**src/rtl/ps2_rx_fifo.sv**
```systemverilog
// PS/2 keyboard receiver: pin synchronisers, clock deglitch filter, 11-bit deframer
// with start/stop/parity checks and frame timeout, feeding a first-word-fall-through byte FIFO.
module ps2_rx_fifo #(
  parameter int SYNC_STAGES    = 2,
  parameter int FILTER_CYCLES  = 4,
  parameter int TIMEOUT_CYCLES = 100000,
  parameter int FIFO_DEPTH     = 16,
  parameter int CHECK_PARITY   = 1
) (
  input  logic                        clk,
  input  logic                        reset,
  input  logic                        PS2Clk,
  input  logic                        PS2Data,
  output logic [7:0]                  rx_data,
  output logic                        rx_valid,
  input  logic                        rx_ready,
  output logic [$clog2(FIFO_DEPTH):0] fifo_count,
  output logic                        busy,
  output logic                        parity_err,
  output logic                        frame_err,
  output logic                        timeout_err,
  output logic                        overflow
);
  localparam int AW = $clog2(FIFO_DEPTH);
  localparam int FW = $clog2(FILTER_CYCLES + 1);
  localparam int TW = $clog2(TIMEOUT_CYCLES + 1);

  typedef enum logic [1:0] {IDLE, SHIFT, CHECK} st_t;

  // ---------------- synchronisers ----------------
  logic [SYNC_STAGES-1:0] ck_sync_q, dt_sync_q, sync_vld_q;
  logic                   ck_s, dt_s, sync_vld;

  always_ff @(posedge clk or negedge reset) begin
    if (!reset) begin
      ck_sync_q  <= '1;
      dt_sync_q  <= '1;
      sync_vld_q <= '0;
    end else begin
      ck_sync_q  <= {ck_sync_q[SYNC_STAGES-2:0], PS2Clk};
      dt_sync_q  <= {dt_sync_q[SYNC_STAGES-2:0], PS2Data};
      sync_vld_q <= {sync_vld_q[SYNC_STAGES-2:0], 1'b1};
    end
  end

  assign ck_s     = ck_sync_q[SYNC_STAGES-1];
  assign dt_s     = dt_sync_q[SYNC_STAGES-1];
  assign sync_vld = sync_vld_q[SYNC_STAGES-1];

  // ---------------- clock filter and falling-edge detect ----------------
  // armed_q blocks edges until the real pin has been seen high after reset,
  // so a clock line already low at reset release never counts as an edge.
  logic          flt_q, flt_d, fall_q, fall_d, armed_q, armed_d;
  logic [FW-1:0] fcnt_q, fcnt_d;

  always_comb begin
    flt_d   = flt_q;
    fcnt_d  = '0;
    fall_d  = 1'b0;
    armed_d = armed_q | (sync_vld & ck_s);
    if (ck_s != flt_q) begin
      if (fcnt_q == FW'(FILTER_CYCLES - 1)) begin
        flt_d  = ck_s;
        fall_d = flt_q & armed_q;
      end else begin
        fcnt_d = fcnt_q + FW'(1);
      end
    end
  end

  always_ff @(posedge clk or negedge reset) begin
    if (!reset) begin
      flt_q   <= 1'b1;
      fcnt_q  <= '0;
      fall_q  <= 1'b0;
      armed_q <= 1'b0;
    end else begin
      flt_q   <= flt_d;
      fcnt_q  <= fcnt_d;
      fall_q  <= fall_d;
      armed_q <= armed_d;
    end
  end

  // ---------------- deframer FSM ----------------
  st_t           state_q, state_d;
  logic [10:0]   bits_q, bits_d;
  logic [3:0]    bcnt_q, bcnt_d;
  logic [TW-1:0] to_q, to_d;
  logic          to_hit;
  logic          frame_bad, par_bad, push_req;

  assign to_hit = (to_q == TW'(TIMEOUT_CYCLES - 1));

  always_ff @(posedge clk or negedge reset) begin
    if (!reset) begin
      state_q <= IDLE;
      bits_q  <= '0;
      bcnt_q  <= '0;
      to_q    <= '0;
    end else begin
      state_q <= state_d;
      bits_q  <= bits_d;
      bcnt_q  <= bcnt_d;
      to_q    <= to_d;
    end
  end

  always_comb begin
    state_d = state_q;
    bits_d  = bits_q;
    bcnt_d  = bcnt_q;
    to_d    = to_q;
    case (state_q)
      IDLE: begin
        if (fall_q) begin
          bits_d    = '0;
          bits_d[0] = dt_s;
          bcnt_d    = 4'd1;
          to_d      = '0;
          state_d   = SHIFT;
        end
      end
      SHIFT: begin
        if (fall_q) begin
          bits_d[bcnt_q] = dt_s;
          bcnt_d         = bcnt_q + 4'd1;
          to_d           = '0;
          if (bcnt_q == 4'd10) state_d = CHECK;
        end else if (to_hit) begin
          bcnt_d  = '0;
          to_d    = '0;
          state_d = IDLE;
        end else begin
          to_d = to_q + TW'(1);
        end
      end
      CHECK: begin
        bcnt_d  = '0;
        state_d = IDLE;
      end
      default: state_d = IDLE;
    endcase
  end

  assign frame_bad = bits_q[0] | ~bits_q[10];
  assign par_bad   = (CHECK_PARITY != 0) && (^bits_q[9:1] != 1'b1);

  always_comb begin
    busy        = 1'b0;
    frame_err   = 1'b0;
    parity_err  = 1'b0;
    timeout_err = 1'b0;
    push_req    = 1'b0;
    case (state_q)
      SHIFT: begin
        busy        = 1'b1;
        timeout_err = ~fall_q & to_hit;
      end
      CHECK: begin
        busy       = 1'b1;
        frame_err  = frame_bad;
        parity_err = ~frame_bad & par_bad;
        push_req   = ~frame_bad & ~par_bad;
      end
      default: ;
    endcase
  end

  // ---------------- FWFT byte FIFO ----------------
  logic [7:0]    mem_q [FIFO_DEPTH];
  logic [AW-1:0] wr_ptr_q, rd_ptr_q;
  logic [AW:0]   cnt_q, cnt_d;
  logic          pop, full, push_ok;

  assign pop      = rx_valid & rx_ready;
  assign full     = (cnt_q == (AW+1)'(FIFO_DEPTH));
  // A full FIFO still takes the byte when the consumer frees a slot this cycle.
  assign push_ok  = push_req & (~full | pop);
  assign overflow = push_req & ~push_ok;
  assign cnt_d    = cnt_q + {{AW{1'b0}}, push_ok} - {{AW{1'b0}}, pop};

  always_ff @(posedge clk or negedge reset) begin
    if (!reset) begin
      wr_ptr_q <= '0;
      rd_ptr_q <= '0;
      cnt_q    <= '0;
    end else begin
      if (push_ok) wr_ptr_q <= wr_ptr_q + AW'(1);
      if (pop)     rd_ptr_q <= rd_ptr_q + AW'(1);
      cnt_q <= cnt_d;
    end
  end

  always_ff @(posedge clk) begin
    if (push_ok) mem_q[wr_ptr_q] <= bits_q[8:1];
  end

  assign rx_valid   = (cnt_q != '0);
  assign rx_data    = rx_valid ? mem_q[rd_ptr_q] : 8'h00;
  assign fifo_count = cnt_q;

endmodule

```
**config.mk**
```make
export PLATFORM = sky130hd
export DESIGN_NAME = ps2_rx_fifo
export DESIGN_NICKNAME = d
export VERILOG_FILES = /design/src/rtl/ps2_rx_fifo.sv
export SDC_FILE = /design/constraint.sdc
export NUM_CORES = 1
export LEC_CHECK = 0
export BUFFER_PORTS_ARGS = -buffer_cell sky130_fd_sc_hd__buf_4
export CAP_MARGIN = 20
export CORE_UTILIZATION = 40
export CTS_BUF_LIST = sky130_fd_sc_hd__clkbuf_2 sky130_fd_sc_hd__clkbuf_4 sky130_fd_sc_hd__clkbuf_8
export DETAILED_ROUTE_END_ITERATION = 10
export PLACE_DENSITY = 0.56
export SETUP_SLACK_MARGIN = 0.02
export SYNTH_ARGS = -nofsm -noshare
export SYNTH_HDL_FRONTEND = slang
export SYNTH_SLANG_ARGS = --single-unit
```
**constraint.sdc**
```tcl
create_clock -name clk -period 4 [get_ports clk]
set_clock_uncertainty 0.2 [all_clocks]
set_input_delay 0.2 -clock clk [delete_from_list [all_inputs] [get_ports clk]]
set_output_delay 0.2 -clock clk [all_outputs]
set_load 0.01 [all_outputs]
```
# [Yosys cells after proc, flatten, opt, wreduce, memory -nomap -nowiden]
# Memories as Yosys holds them, arrays and structs flattened.
# Cells that the tools add are included.
[totals] register_bits=59 mem_count=1 in_bits=5 mem_bits_rw=128 output_inout_bits=19
[classes] addsub=7 eq_ne=11 reduce_logical=12 bitwise=17 magnitude_cmp=2 n_mux=31
[memory_table] name="mem_q" depth=16 word_bits=8 rd=1 rd_ports_with_merged_regs=0 write_ports=1 line_no="171" rtl="logic [7:0] mem_q [FIFO_DEPTH];"
[ops] op="$mux W17" n=3
[ops] op="$pmux W17 S2" n=1
[ops] op="$mux W11" n=2
[ops] op="$pmux W11 S2" n=1
[ops] op="$add A17 B1 Y17 const B" n=1
[ops] op="$eq A17 B17 Y1 const B" n=1
[ops] op="$add A4 B1 Y4 const B" n=3
[ops] op="$mux W4" n=3
[ops] op="$pmux W4 S3" n=1
[ops] op="$bwmux W11" n=1
[ops] op="$mux W1" n=10
[ops] op="$reduce_and A3 Y1" n=3
[ops] op="$reduce_xor A9 Y1" n=1
[ops] op="$and A1 B1 Y1" n=8
[ops] op="$mux W2" n=4
[ops] op="$mux W8" n=1
[ops] op="$mux W3" n=2
[ops] op="$ne A3 B3 Y1 const B" n=2
[ops] op="$not A1 Y1" n=6
[ops] op="$add A5 B1 Y5" n=1
[ops] op="$eq A5 B5 Y1 const B" n=1
[ops] op="$lt A4 B5 Y1 const B" n=1
[ops] op="$reduce_bool A5 Y1" n=1
[ops] op="$sub A5 B1 Y5" n=1
[ops] op="17 further kinds" n=21

# [Depth between registers and ports, before layout]
# Gate-level depths: netlist (run 1).
[depth] word_depth=8 depth_mapped=16

# [Least setup slack after synthesis (run 1)]
# OpenSTA, ideal clock, no wires.
[synth_timing] kind="register -> register" from="register cnt_q[3], in the netlist fifo_count[3]" to="register cnt_q[4], in the netlist fifo_count[4]" arrival_time_ns=3.011 path_slack_ns=0.664 path_stages_with_launch=17 synth_period_minus_slack_ns=3.336 setup_ns=0.125 required_time_ns=3.675 path_cell_list="dfrtp_1 inv_1 ha_1 or3b_2 or3b_2 nand3_4 buf_6 ha_1 inv_1 ha_1 inv_1 fa_1 inv_1 a21oi_1 nor2_1 nor2_1 xnor2_1"
[synth_via] elab_chain_cells=6
[synth_lines] element="from (decl)" line_no="173" rtl="logic [AW:0] cnt_q, cnt_d;"
[synth_lines] element="from (signal assigned)" line_no="191" rtl="cnt_q <= cnt_d;"
[synth_lines] element="$reduce_bool A5 Y1 or $eq A5 B5 Y1 (tied branches)" line_no="199, 177"
[synth_lines] element="$and A1 B1 Y1 or $not A1 Y1 (tied branches)" line_no="176, 179"
[synth_lines] element="$or A1 B1 Y1" line_no="179" rtl="assign push_ok = push_req & (~full | pop);"
[synth_lines] element="$and A1 B1 Y1" line_no="179"
[synth_lines] element="$add A5 B1 Y5" line_no="181" rtl="assign cnt_d = cnt_q + {{AW{1'b0}}, push_ok} - {{AW{1'b0}}, pop};"
[synth_lines] element="$sub A5 B1 Y5 (*)" line_no="181"
[synth_lines] element="via cnt_d[4]" line_no="173"
# Mark *: on every way through the listed nets, which the timed path passes. The rest lies on a longest branch.
# A chain may end at the register's enable or synchronous reset.

# [Worst setup path after layout (run 1)]
[layout_timing] from="register bits_q[5]" to="register cnt_q[4], in the netlist fifo_count[4]"
[layout_via] elab_chain_cells=6
[layout_lines] element="from (decl)" line_no="87" rtl="logic [10:0] bits_q, bits_d;"
[layout_lines] element="from (signal assigned)" line_no="103" rtl="bits_q <= bits_d;"
[layout_lines] element="$reduce_xor A9 Y1" line_no="147" rtl="assign par_bad = (CHECK_PARITY != 0) && (^bits_q[9:1] != 1'b1);"
[layout_lines] element="$and A1 B1 Y1" line_no="164" rtl="push_req = ~frame_bad & ~par_bad;"
[layout_lines] element="$mux W1" line_no="155" rtl="case (state_q)"
[layout_lines] element="$and A1 B1 Y1" line_no="179"
[layout_lines] element="$add A5 B1 Y5" line_no="181"
[layout_lines] element="$sub A5 B1 Y5" line_no="181"
[layout_lines] element="via cnt_d[4]" line_no="173"
# The timed path passes the listed nets, and every way through them passes these cells.

==> results.md, run 1 <==
- Outcome: completed
- Number of gates resized after cts: 0
- CTS Hold Bufs: 4
- Dominant cell type by count on the critical path: sky130_fd_sc_hd__inv_1
- Initial core utilization: around 41%
- Post-synth top flop: sky130_fd_sc_hd__edfxtp_1
- HP Class: in2async
- Port Buf Inserts: 23
- Data arrival at the endpoint of the critical path: 3.61 ns
- Final critical path time including I/O delays and setup: 3.47 ns
- Setup ws final: between 0.5 and 0.6 ns
- GRT Residual Overflow: 0
- Overall routed net length: 16,000 microns
- Internal reg-to-reg setup slack: between 0.5 and 0.6 ns
- Detail-routed net length per standard cell: 18.7 microns
- Cell leakage power: around 3.3 nW
- Share of the cycle needed by the critical path after routing: between 80% and 90%
- ANT nets after route: 0
- Number of top-level design ports: 24
- Power density over the cells: slightly above 500 nW/um^2
- Die Span X: 144 microns
- Tightest Pin Transition: roughly 0.94 ns
- Mapped Nets: approximately 560
- Critical path required time: a little over 4 ns
- Sink count of the clock tree: 187
- Critical path startpoint category: flop
- Total number of vias: 4,411
- Pin count of the biggest net entering global routing: 60
- Share of final-layout standard cells stronger than drive strength 1: between 20% and 30%
- Placer Congestion: just over 0.8
- Share of flip-flops with an asynchronous set or reset after synthesis: 31.6%
- Synth cell types: between 50 and 60
- Core area: about 20,000 sq um
- Clock latency of the later-clocked register in the worst-skew pair: between 0.4 and 0.5 ns
- Cell at the root of the clock tree: sky130_fd_sc_hd__clkbuf_8
- Setup TNS: 0 ns
- Worst-path clk slew: about 0.090 ns
- Overall die height: approximately 140 microns
- Setup-failing EPs final: 0
- Max FO, Critical Path: 18
- Number of buffers inserted during clock tree synthesis: 17
- Number of antenna repair diodes: 0
- Clock tree from TritonCTS: yes
- Max-slew violations: 0
- Crit Path Class: reg2reg
- Synthesis warning total: 0
- Number of global-route vias before repair: ~4,500
- Residual DRC: 0
- Die area: around 21,000 sq um
- Slew Limit Headroom: about 37%
- Worst VDD drop: about 0.27 mV
- Number of H-tree levels: 4
- All-Layer GR Usage: 17.0%
- Iteration-0 DRC count of the detailed router: between 200 and 300
- Detailed-router iteration count before antenna repair: 7
- Area Overhead vs Synth: 12.7%
- Mean post-synth cell area: 15.2 sq um
- Critical path's slowest cell: sky130_fd_sc_hd__dfrtp_1
- Post-placement worst setup slack: between 0.5 and 0.6 ns
- Global-route wire length before repair: between 20,000 and 30,000 microns
- Final net count: 602
- Initial antenna violation count: 0
- Buffer depth of the longest clock path: 2
- Post-CTS Setup Bufs: 0
- Post-detailed-route via-to-cell ratio: ~5.2
- Std cell rows: 51
- Category of the worst setup path capture point: flop
- Number of max-cap violations: 0
- Number of failing hold endpoints at the final stage: 0
- Setup repair after global routing missed its margin: false
- Cells after synthesis: between 500 and 600
- Number of enable flip-flop cells after synthesis: around 130
- Syn Std Cell Area: slightly above 8000 sq um
- DP Wirelength: ~11,000 microns
- Fill cells: 1,718
- Sequential share of the synthesized area: approximately 66%
- Crit path largest cell delay: ~0.78 ns
- Synthesized flop and latch total: ~190
- Ordered cell list for the critical path: xnor2_1 > xnor3_2 > xnor2_4 > nand3_4 > ha_1 > inv_1 > ha_1 > inv_1 > fa_1 > inv_1 > a21oi_1 > nor2_1 > nor2_1 > xnor2_1
- Highest achievable clock rate: just under 300 MHz
-- through the flow --
stage                     utilization, %  hold WS (ns)  instances  total power, mW  instance area (sq um)
final                               46.4         0.131        853             4.64                   9090
after global routing                46.4         0.136        853             4.89                   9090
after CTS                           46.4         0.145        853             4.71                   9090
after detailed placement            44.2         0.110        817             3.44                   8650
after global placement              44.2         0.110        817             3.41                   8650
after floorplan                        -        -0.296        530             3.05                   8070
-- layer usage --
layer | GRT usage (%) | wire length [microns]
met1 | 23.1 | 7550
met2 | 26.6 | 7730
met3 | 3.84 | 464
met4 | 6.38 | 240
met5 | 0 | 0
-- where the power goes --
part | internal (mW) | leakage, nW | switching, mW | total (mW)
Clock | 0.576 | 0.200 | 0.694 | 1.27
Sequential | 2.14 | 1.95 | 0.210 | 2.35
Combinational | 0.505 | 1.20 | 0.514 | 1.02
Total | 3.22 | 3.34 | 1.42 | 4.64
-- synth_stat cells, types with 12 or more instances --
master                     instances  share of area, %
sky130_fd_sc_hd__inv_1            21              0.98
sky130_fd_sc_hd__o21ai_0          12              0.74
sky130_fd_sc_hd__xnor2_1          19               2.1
sky130_fd_sc_hd__a21oi_1          15              0.93
sky130_fd_sc_hd__nor3_1           16              0.99
sky130_fd_sc_hd__ha_1             21               3.3
sky130_fd_sc_hd__a22oi_1          16               1.5
sky130_fd_sc_hd__clkbuf_1         13              0.60
sky130_fd_sc_hd__nor2_1           26               1.2
sky130_fd_sc_hd__edfxtp_1        128                48
sky130_fd_sc_hd__nand2_1          39               1.8
sky130_fd_sc_hd__mux4_2           32               8.9
sky130_fd_sc_hd__dfrtp_1          54                17
-- worst max-delay path, delay by kind of cell, from the launching register on --
family                     cells  cell delay, ns
xor gates and xnor gates       4            0.89
adders and majority gates      3            0.87
DFF                            1            0.78
and+or+nand+nor                3            0.36
buffers and inverters          3            0.17
AOI/OAI and AO/OA              1            0.06
-- flip-flops by register name, summed over array words and instances (netlist names), 3 cells and up --
| register | flops |
|---|---|
| to_q | 17 |
| wr_ptr_q | 4 |
| mem_q | 128 |
| fifo_count | 5 |
| bcnt_q | 4 |
| fcnt_q | 3 |
| bits_q | 11 |
| rd_ptr_q | 4 |
-- path summary, 6_finish.rpt --
kind                       cells after the start       endpoint          start
min in group clk                               0  sync_vld_q[1]  sync_vld_q[0]
max                                           14  fifo_count[4]      bits_q[5]
max in group asynchronous                      2    rd_ptr_q[1]          reset
min reg2reg                                    0  sync_vld_q[1]  sync_vld_q[0]
max reg2reg                                   14  fifo_count[4]      bits_q[5]
min                                            2  sync_vld_q[0]          reset
-- cells in the final DEF, fill, tap and decap left out, types with 4 or more instances in the layout --
cell	count
sky130_fd_sc_hd__a21boi_0	10
sky130_fd_sc_hd__nand4_1	6
sky130_fd_sc_hd__a21oi_1	15
sky130_fd_sc_hd__mux4_2	32
sky130_fd_sc_hd__a21o_1	4
sky130_fd_sc_hd__nor2_1	26
sky130_fd_sc_hd__nor2b_1	10
sky130_fd_sc_hd__a22oi_1	16
sky130_fd_sc_hd__nor4_1	4
sky130_fd_sc_hd__a22o_1	6
sky130_fd_sc_hd__nor3b_1	5
sky130_fd_sc_hd__ha_1	21
sky130_fd_sc_hd__inv_6	4
sky130_fd_sc_hd__dlygate4sd3_1	4
sky130_fd_sc_hd__edfxtp_1	128
sky130_fd_sc_hd__nand2_1	39
sky130_fd_sc_hd__nor3_1	16
sky130_fd_sc_hd__nand3_1	10
sky130_fd_sc_hd__mux2_2	4
sky130_fd_sc_hd__o21ai_0	12
sky130_fd_sc_hd__dfrtp_1	52
sky130_fd_sc_hd__clkbuf_8	17
sky130_fd_sc_hd__buf_4	43
sky130_fd_sc_hd__inv_1	21
sky130_fd_sc_hd__dfstp_2	5
sky130_fd_sc_hd__xor2_1	10
sky130_fd_sc_hd__xnor2_1	19
-- cells by family (layout without fill, tap and decap cells) --
| kind of cell | after synthesis | count (layout) | synth area share, % |
|---|---|---|---|
| flops | 187 | 187 | 66.0 |
| simple gates | 138 | 138 | 8.95 |
| compound gates | 70 | 70 | 5.80 |
| buf+inv | 43 | 101 | 2.17 |
| mux | 38 | 38 | 9.74 |
| xor+xnor | 31 | 31 | 3.78 |
| fa+ha+maj | 22 | 22 | 3.50 |
| other cells | 1 | 1 | 0.0465 |
-- area by class of cell --
cell class                 instances  area [sq um]  area share [%]
clock buffer                      18           241            2.66
clock inverter                    14           160            1.76
inverter                          21          78.8           0.867
multi-input combinational        300          2570            28.2
sequential                       187          5330            58.6
tap                              265           332            3.65
timing repair buffer              48           383            4.21
(Power assumes the default switching activity.)
==> run 2: changes to the inputs <==
--- a/config.mk
+++ b/config.mk
@@ -11,6 +11,7 @@
 export CTS_BUF_LIST = sky130_fd_sc_hd__clkbuf_2 sky130_fd_sc_hd__clkbuf_4 sky130_fd_sc_hd__clkbuf_8
 export DETAILED_ROUTE_END_ITERATION = 10
 export PLACE_DENSITY = 0.56
+export RECOVER_POWER = 50
 export SETUP_SLACK_MARGIN = 0.02
 export SYNTH_ARGS = -nofsm -noshare
 export SYNTH_HDL_FRONTEND = slang
==> results.md, run 2 (synthesis results as in run 1) <==
- Buffer depth of the longest clock path: 2
- Critical path required time: ~4.1 ns
- Final critical path time including I/O delays and setup: around 3.5 ns
- Max FO, Critical Path: 18
- Clock tree from TritonCTS: yes
- Internal power consumption: 3.22 mW
- Commonest cells after routing, fill and taps aside: sky130_fd_sc_hd__edfxtp_1, sky130_fd_sc_hd__dfrtp_1, sky130_fd_sc_hd__nand2_1
- Area used by sequential logic in the layout: approximately 5300 sq um
- Placer Congestion: just over 0.8
- Switching share of power: between 30% and 40%
- Die Span X: about 140 microns
- Initial antenna violation count: 0
- ANT nets after route: 0
- Largest Register: mem_q
- Number of buffers inserted during clock tree synthesis: 17
- Number of top-level design ports: 24
- Tightest Pin Transition: 1.46 ns
- Top Registers: mem_q: 128 flops, to_q: 17 flops, bits_q: 11 flops
- Highest achievable clock rate: between 200 and 300 MHz
- Worst VDD drop: ~0.27 mV
- Post-detailed-route via-to-cell ratio: approximately 5.2
- Worst hold slack: around 0.15 ns
- Setup-failing EPs final: 0
- Dominant cell type by count on the critical path: sky130_fd_sc_hd__inv_1
- Number of failing hold endpoints at the final stage: 0
- Number of gates resized after cts: 0
- Detail-routed net length per standard cell: ~19 microns
- Global-route wire length before repair: around 25,000 microns
- Data arrival at the endpoint of the critical path: ~3.6 ns
- Part of the power in combinational logic: 22.0%
- Core area: about 20,000 sq um
- Max reg flops: approximately 130
- Max-slew violations: 0
- Crit path largest cell delay: roughly 0.8 ns
- Sink count of the clock tree: about 190
- Ordered cell list for the critical path: xnor2_1 > xnor3_2 > xnor2_4 > nand3_4 > ha_1 > inv_1 > ha_1 > inv_1 > fa_1 > inv_1 > a21oi_1 > nor2_1 > nor2_1 > xnor2_1
- Share of final-layout standard cells stronger than drive strength 1: between 20% and 30%
- Residual DRC: 0
- Number of max-cap violations: 0
- Port Buf Inserts: 23
- Clock latency of the later-clocked register in the worst-skew pair: 0.45 ns
- Cell at the root of the clock tree: sky130_fd_sc_hd__clkbuf_8
- Category of the worst setup path capture point: flop
- Fill cells: between 1,500 and 2,000
- Worst-path clk slew: ~0.090 ns
- All-Layer GR Usage: 17.0%
- GRT Residual Overflow: 0
- Overall routed net length: 16,000 microns
- DP Wirelength: 10,600 microns
- Overall die height: approximately 140 microns
- Number of H-tree levels: 4
- Post-layout power: around 4.6 mW
- Number of global-route vias before repair: ~4,500
- Pin count of the biggest net entering global routing: 60
- Area Overhead vs Synth: 12.5%
- Most common library cell in the layout ignoring fill and taps: sky130_fd_sc_hd__edfxtp_1
- Number of antenna repair diodes: 0
- Final net count: 602
- Power density over the cells: 512 nW/um^2
- Setup TNS: 0 ns
- Iteration-0 DRC count of the detailed router: between 300 and 400
- Share of power burned in registers: 50.7%
- HP Class: reg2reg
- Cell leakage power: approximately 3.3 nW
- NetSw: about 1.4 mW
- Slew Limit Headroom: approximately 2.8%
- Outcome: completed
- Portion of total power attributed to the clock network: 27.3%
- Critical path startpoint category: flop
- Total number of vias: 4,405
- Crit-path leading delay family: XOR/XNOR gates
- Detailed-router iteration count before antenna repair: 5
- Crit Path Class: reg2reg
- Critical path buffer and inverter count: 3
- Post-CTS Setup Bufs: 0
- Critical path's slowest cell: sky130_fd_sc_hd__dfrtp_1
- Initial core utilization: between 40 and 50%
- Std cell rows: just over 50
- Setup repair after global routing missed its margin: false
- Share of the cycle needed by the critical path after routing: roughly 87%
- Die area: 20,700 sq um
- Multi-input gate area: between 2000 and 3000 sq um
## run 2: cell types whose count changed in the layout (fill, tap and decap cells not counted)
cell,delta
sky130_fd_sc_hd__clkbuf_2,+1
sky130_fd_sc_hd__buf_4,-6
sky130_fd_sc_hd__clkbuf_1,+3
sky130_fd_sc_hd__clkbuf_4,+2
sky130_fd_sc_hd__dfstp_1,+1
sky130_fd_sc_hd__dfstp_2,-1
## run 2: cell type report
| class | count | area share, % |
|---|---|---|
| inverters | 21 | 0.868 |
| flip-flops and latches | 187 | 58.7 |
| well taps | 265 | 3.65 |
| clock inverters | 14 | 1.76 |
| multi-input cells | 300 | 28.3 |
| repair buffers | 48 | 4.07 |
| clock buffers | 18 | 2.66 |
## run 2: power groups by stage
| stage | clock network [mW] | logic (mW) | registers, mW |
|---|---|---|---|
| floorplan | 0 | 0.787 | 2.26 |
| global placement | 0 | 1.02 | 2.39 |
| detailed placement | 0 | 1.04 | 2.40 |
| CTS | 1.31 | 1.05 | 2.36 |
| global route | 1.38 | 1.13 | 2.38 |
| finish | 1.27 | 1.02 | 2.35 |
## run 2: worst paths after layout
check,cells after the start,from,slack (ns),endpoint
setup / recovery,14,bits_q[5],0.54,fifo_count[4]
hold / removal,0,sync_vld_q[0],0.15,sync_vld_q[1]
setup reg to reg,14,bits_q[5],0.54,fifo_count[4]
hold reg to reg,0,sync_vld_q[0],0.15,sync_vld_q[1]
max in group asynchronous,2,reset,2.20,rd_ptr_q[1]
min in group asynchronous,2,reset,0.43,sync_vld_q[0]
## run 2: per-layer routing
metal  GRT usage [%]  share of wire, %
met1            23.1                47
met2            26.6                48
met3            3.84               3.0
met4            6.38               1.5
met5               0                 0
## run 2: per-stage QoR
| stage | cells | utilization, % | instance area, sq um | setup slack (ns) |
|---|---|---|---|---|
| after floorplan | 530 | - | 8070 | 0.664 |
| after global placement | 817 | 44.2 | 8650 | 0.619 |
| after detailed placement | 817 | 44.2 | 8650 | 0.521 |
| after CTS | 853 | 46.4 | 9090 | 0.506 |
| after global routing | 853 | 46.3 | 9080 | 0.308 |
| final | 853 | 46.3 | 9080 | 0.540 |
## run 2: what timing repair did
| action | CTS | global route |
|---|---|---|
| setup endpoints to repair | 0 | 0 |
| hold buffers | 4 | 0 |
| hold endpoints to repair | 57 | 0 |
